===== config.mk =====
export PLATFORM = sky130hd
export DESIGN_NAME = imem_loader
export DESIGN_NICKNAME = d
export VERILOG_FILES = /design/src/rtl/sccomp_pkg.sv /design/src/rtl/word_asm.sv /design/src/rtl/imem_loader.sv
export SDC_FILE = /design/constraint.sdc
export NUM_CORES = 1
export LEC_CHECK = 0
export ABC_AREA = 1
export CORE_ASPECT_RATIO = 0.75
export CORE_UTILIZATION = 30
export CTS_CLUSTER_DIAMETER = 150
export DETAILED_ROUTE_END_ITERATION = 10
export SYNTH_ARGS = -nofsm -noshare
export SYNTH_HDL_FRONTEND = slang
export SYNTH_HIERARCHICAL = 1
export SYNTH_SLANG_ARGS = --single-unit

===== constraint.sdc =====
create_clock -name clk -period 3.9 [get_ports clk]
set_input_delay 0.585 -clock clk [delete_from_list [all_inputs] [get_ports clk]]
set_output_delay 0.585 -clock clk [all_outputs]
set_load 0.01 [all_outputs]

===== src/rtl/sccomp_pkg.sv =====
// Shared types and widths for the instruction-memory loader: FSM state encoding,
// instruction word width and boot-header width.
package sccomp_pkg;

    localparam int WORD_W = 32;
    localparam int HDR_W  = 16;
    localparam int BYTE_W = 8;

    typedef enum logic [2:0] {
        ST_IDLE  = 3'd0,
        ST_HDR0  = 3'd1,
        ST_HDR1  = 3'd2,
        ST_DATA  = 3'd3,
        ST_WRITE = 3'd4,
        ST_DONE  = 3'd5,
        ST_ERR   = 3'd6
    } loader_state_e;

endpackage


===== src/rtl/word_asm.sv =====
// Little-endian byte-to-word assembler: byte k of a word lands in bits [8k+7:8k].
module word_asm
    import sccomp_pkg::*;
(
    input  logic              clk,
    input  logic              rst,
    input  logic              clear_i,
    input  logic              shift_i,
    input  logic [BYTE_W-1:0] byte_i,
    output logic [WORD_W-1:0] word_next_o,
    output logic              last_o
);

    logic [WORD_W-1:0] word_q, word_d;
    logic [1:0]        cnt_q, cnt_d;

    // Right shift: after four bytes the first byte sits in the least significant lane.
    assign word_next_o = {byte_i, word_q[WORD_W-1:BYTE_W]};
    assign last_o      = (cnt_q == 2'd3);

    always_comb begin
        word_d = word_q;
        cnt_d  = cnt_q;
        if (clear_i) begin
            word_d = '0;
            cnt_d  = '0;
        end else if (shift_i) begin
            word_d = word_next_o;
            cnt_d  = cnt_q + 2'd1;
        end
    end

    always_ff @(posedge clk or posedge rst) begin
        if (rst) begin
            word_q <= '0;
            cnt_q  <= '0;
        end else begin
            word_q <= word_d;
            cnt_q  <= cnt_d;
        end
    end

endmodule


===== src/rtl/imem_loader.sv =====
// Boot loader: receives a 16-bit word count followed by little-endian instruction
// words over a byte stream, writes them to instruction memory, then releases the core.
//
// state | meaning
// IDLE  | waiting for start, core held
// HDR0  | accept low byte of word count N
// HDR1  | accept high byte of N and validate it
// DATA  | assembling the next instruction word
// WRITE | one-cycle memory write of the assembled word
// DONE  | session completed, core released
// ERR   | bad header or byte timeout, core held
module imem_loader
    import sccomp_pkg::*;
#(
    parameter int ADDR_W  = 8,
    parameter int TIMEOUT = 1000
) (
    input  logic              clk,
    input  logic              rstn,
    input  logic              start,
    input  logic              rx_valid,
    input  logic [7:0]        rx_data,
    output logic              rx_ready,
    output logic              imem_we,
    output logic [ADDR_W-1:0] imem_addr,
    output logic [31:0]       imem_wdata,
    output logic              cpu_hold,
    output logic              busy,
    output logic              done,
    output logic              err
);

    localparam int          TMO_W   = $clog2(TIMEOUT + 1);
    localparam logic [31:0] CAP     = 32'(1) << ADDR_W;
    localparam logic [TMO_W-1:0] TMO_LIMIT = TMO_W'(TIMEOUT);

    loader_state_e     state_q, state_d;
    logic [ADDR_W-1:0] idx_q, idx_d;
    logic [HDR_W-1:0]  n_q, n_d;
    logic [TMO_W-1:0]  tmo_q, tmo_d;
    logic [ADDR_W-1:0] addr_q, addr_d;
    logic [WORD_W-1:0] wdata_q, wdata_d;

    logic              load_st;
    logic              xfer;
    logic [HDR_W-1:0]  hdr_n;
    logic              asm_clear;
    logic              asm_shift;
    logic [WORD_W-1:0] asm_word_next;
    logic              asm_last;

    assign load_st = (state_q == ST_HDR0) || (state_q == ST_HDR1) || (state_q == ST_DATA);
    assign xfer    = rx_valid && load_st;
    assign hdr_n   = {rx_data, n_q[7:0]};

    word_asm u_word_asm (
        .clk         (clk),
        .rst         (rstn),
        .clear_i     (asm_clear),
        .shift_i     (asm_shift),
        .byte_i      (rx_data),
        .word_next_o (asm_word_next),
        .last_o      (asm_last)
    );

    always_comb begin
        state_d   = state_q;
        idx_d     = idx_q;
        n_d       = n_q;
        tmo_d     = tmo_q;
        addr_d    = addr_q;
        wdata_d   = wdata_q;
        asm_clear = 1'b0;
        asm_shift = 1'b0;

        if (load_st) begin
            tmo_d = xfer ? '0 : tmo_q + TMO_W'(1);
        end

        // Timeout wins over any byte arriving in the same cycle so a partial word is never written.
        if (load_st && (tmo_q == TMO_LIMIT)) begin
            state_d = ST_ERR;
        end else begin
            case (state_q)
                ST_IDLE, ST_DONE, ST_ERR: begin
                    if (start) begin
                        state_d   = ST_HDR0;
                        idx_d     = '0;
                        tmo_d     = '0;
                        asm_clear = 1'b1;
                    end
                end
                ST_HDR0: begin
                    if (xfer) begin
                        n_d[7:0] = rx_data;
                        state_d  = ST_HDR1;
                    end
                end
                ST_HDR1: begin
                    if (xfer) begin
                        n_d = hdr_n;
                        if (hdr_n == '0) begin
                            state_d = ST_DONE;
                        end else if (32'(hdr_n) > CAP) begin
                            state_d = ST_ERR;
                        end else begin
                            state_d = ST_DATA;
                        end
                    end
                end
                ST_DATA: begin
                    if (xfer) begin
                        asm_shift = 1'b1;
                        if (asm_last) begin
                            state_d = ST_WRITE;
                            addr_d  = idx_q;
                            wdata_d = asm_word_next;
                        end
                    end
                end
                ST_WRITE: begin
                    idx_d = idx_q + ADDR_W'(1);
                    if ((32'(idx_q) + 32'd1) == 32'(n_q)) begin
                        state_d = ST_DONE;
                    end else begin
                        state_d = ST_DATA;
                    end
                end
                default: state_d = ST_IDLE;
            endcase
        end
    end

    always_ff @(posedge clk or posedge rstn) begin
        if (rstn) begin
            state_q <= ST_IDLE;
            idx_q   <= '0;
            n_q     <= '0;
            tmo_q   <= '0;
            addr_q  <= '0;
            wdata_q <= '0;
        end else begin
            state_q <= state_d;
            idx_q   <= idx_d;
            n_q     <= n_d;
            tmo_q   <= tmo_d;
            addr_q  <= addr_d;
            wdata_q <= wdata_d;
        end
    end

    assign rx_ready   = load_st;
    assign imem_we    = (state_q == ST_WRITE);
    assign busy       = load_st || (state_q == ST_WRITE);
    assign done       = (state_q == ST_DONE);
    assign err        = (state_q == ST_ERR);
    assign cpu_hold   = (state_q != ST_DONE);
    assign imem_addr  = addr_q;
    assign imem_wdata = wdata_q;

endmodule


==> results by group <==
Worst hold path
  – Hold EP: u_word_asm/word_q[8]
  – Hold_sp: u_word_asm/word_q[8]
  – Hold path cells: 2
  – Hold WC Path Type: reg2reg

Synth
  – Area contributors post-synth: dfrtp_1 (54%), nand2_1 (11%), mux2_2 (6.6%), nand3_1 (5.5%), inv_1 (4.3%)
  – Post-synth top cells: nand2_1 (145), dfrtp_1 (103), inv_1 (55)
  – Cell variety after synth: 28
  – #FFs+latches synth: 103
  – Synth warn: 6
  – Synthesized area: 4760 um^2
  – Most frequent cell after synthesis: nand2_1
  – Sequential area share after synthesis: 54.2%
  – Top cell type by total area after synthesis: dfrtp_1
  – Most common flop cell mapped by yosys: dfrtp_1
  – Syn avg cell area: 9.04 um^2
  – Post-synth top area share: 54.2%
  – Ys async rst share: 100%
  – EDFF count, synth: 0
  – Post-Syn Nets: 542
  – Mapped Cells: 526

Floorplan
  – Die width: 147 um
  – Initial core utilization: 30.9%
  – Io pins: 58
  – Area of the core: 15400 um^2
  – Die span in y: 111 um
  – Num rows: 39
  – Die area: 16400 um^2

STA
  – Total negative slack: 0 ns
  – RSZ-0062 raised after global routing: no
  – Slack of the critical path: 0.833 ns
  – Min cycle time layout: 3.07 ns
  – Pins Over Slew Limit: 0
  – Max_slew headroom: 30.2%
  – Fin Clk Skew: 0.00686 ns
  – Final Hold Vio Count: 0
  – F_max: 0.326 GHz
  – Worst slew pin tran: 1.05 ns
  – Final setup viols: 0
  – Final period util: 78.6%

Placed design
  – Placed cell count: 768
  – Placer Congestion: 0.869
  – Dpl ws: 1.14 ns
  – IO Port Bufs: 57
  – Hpwl dp: 7840 um

Layout
  – Share of layout cells above drive strength 1: 10.2%
  – Final Net Count: 590
  – Syn-to-layout area delta: 21.4%
  – Multi-input gate area: 1800 um^2
  – Filler Cell Count: 1548
  – Register area: 2580 um^2
  – Finished Layout Cells: 784
  – Antenna Cells: 0

Clock network
  – H-tree Lvls: 3
  – Root Driver: clkbuf_16
  – TritonCTS clock tree: yes
  – Cts repair resizes: 0
  – Post-CTS Setup Repair Bufs: 0
  – Sink Count: 103
  – Clock tree buffer depth: 2
  – Skew-Pair Late Insertion Delay: 0.35 ns
  – # hold bufs at CTS: 0
  – Num CTS Buffers: 9
  – Clock transition at the registers of the reported paths: 0.07 ns

Worst setup path
  – Worst reg2reg path startpoint: tmo_q[0]
  – R2R Setup Slk: 1.36 ns
  – Crit path max-delay cell type: clkdlybuf4s50_1
  – Cell count of the worst reg-to-reg path: 9
  – Crit-path max cell delay: 0.53 ns
  – Critical path cell sequence: nor2_1 -> inv_1 -> nor2_1 -> inv_1 -> nand2_1 -> clkdlybuf4s50_1
  – Worst R2R End: imem_wdata[27]
  – Crit Path Max Fanout: 7
  – CP startpoint kind: register
  – Worst EP required: 3.31 ns
  – CP arrival: 2.48 ns
  – Setup CP Type: reg2out
  – Crit path capture type: output pin

Routing
  – Wirelength, routed: 10900 um
  – Vias: 3663
  – # DRC: 0
  – 1st-pass router iterations: 4
  – 1st-iter DRT viols: 238
  – Via/cell ratio: 4.67
  – Post-route ant nets: 0
  – DR WL/cell: 14.0 um

GRT
  – Grt total ovfl: 0
  – Largest net degree at the start of global routing: 52
  – Initial antenna violation count: 0
  – First-pass GRT wire length: 18000 um
  – Gr busiest metal: met2
  – All-layer global routing usage: 14.1%
  – Met3 usage: 4.03%
  – Routing usage on met2: 20.7%
  – Vias in the first global route: 3467
  – Met1 Use GR: 20.2%

Power
  – Maximum vdd drop: 0.178 mV
  – Power Density: 551 nW/um^2
  – Pleak: 2.84 nW

Outcome
  – Outcome: completed

Run
  – # Max-Cap Violations: 0
[placed cells by master (no fill, tap or decap), types with 9 or more instances in the layout]
cell             count
clkdlybuf4s50_1     57
a21oi_1              9
nor2_1              35
nand3_1             52
nand2_1            145
dfrtp_1            103
mux2_2              28
nand4_1              9
inv_1               54
o21ai_0             36
clkbuf_16            9
[flip-flops by register name (all words and copies together), names as in the netlist]
signal,flops
idx_q,8
u_word_asm/cnt_q,2
imem_addr,8
imem_wdata,32
state_q,3
n_q,16
u_word_asm/word_q,24
tmo_q,10
[kinds of logic after synthesis]
family	count (synthesis)	synth area share, %
AOI/OAI and AO/OA	56	6.29
adders and majority gates	4	1.05
buffers and inverters	79	7.87
DFF	103	54.2
muxes	32	7.89
and+or+nand+nor	252	22.7
[final cells by class]
class	count	share of cell area, %
Clock buffer	9	3.90
Clock inverter	7	1.65
Inverter	57	3.75
Multi-Input combinational cell	344	31.3
Sequential cell	103	44.6
Tap cell	205	4.44
Timing Repair Buffer	59	10.4
[report_power, final]
part | internal [mW] | switching (mW) | leakage (nW)
Combinational | 0.288 | 0.588 | 1.28
Clock | 0.564 | 0.404 | 0.156
Sequential | 1.21 | 0.132 | 1.41
[worst max-delay path: cells and delay by family (launching register included)]
family,cells,cell delay [ns]
flops,1,0.41
buf+inv,3,0.90
simple gates,3,0.82
[through the flow]
step	total power, mW	instance area (um^2)	hold slack, ns	util [%]
floorplan	1.96	4760	0.438	-
global placement	2.20	5450	0.456	35.5
detailed placement	2.22	5450	0.460	35.5
CTS	3.21	5770	0.477	37.6
global route	3.39	5770	0.520	37.6
finish	3.18	5770	0.474	37.6
[worst max-delay path by stage]
stage / from / to / slack (ns) / depth (start not counted)
after floorplan: rstn / idx_q[0] / 1.35 / 1
after global placement: state_q[1] / busy / 1.12 / 6
after detailed placement: state_q[1] / busy / 1.14 / 6
after CTS: state_q[1] / busy / 0.75 / 6
after global routing: state_q[1] / busy / 0.58 / 6
final: state_q[1] / busy / 0.83 / 6
[layer usage]
| layer | wire length [um] | part of all wire [%] |
|---|---|---|
| met1 | 5620 | 51 |
| met2 | 4610 | 42 |
| met3 | 552 | 5.0 |
| met4 | 163 | 1.5 |
| met5 | 0 | 0 |
Note: power is estimated with default switching activity, not from simulation.
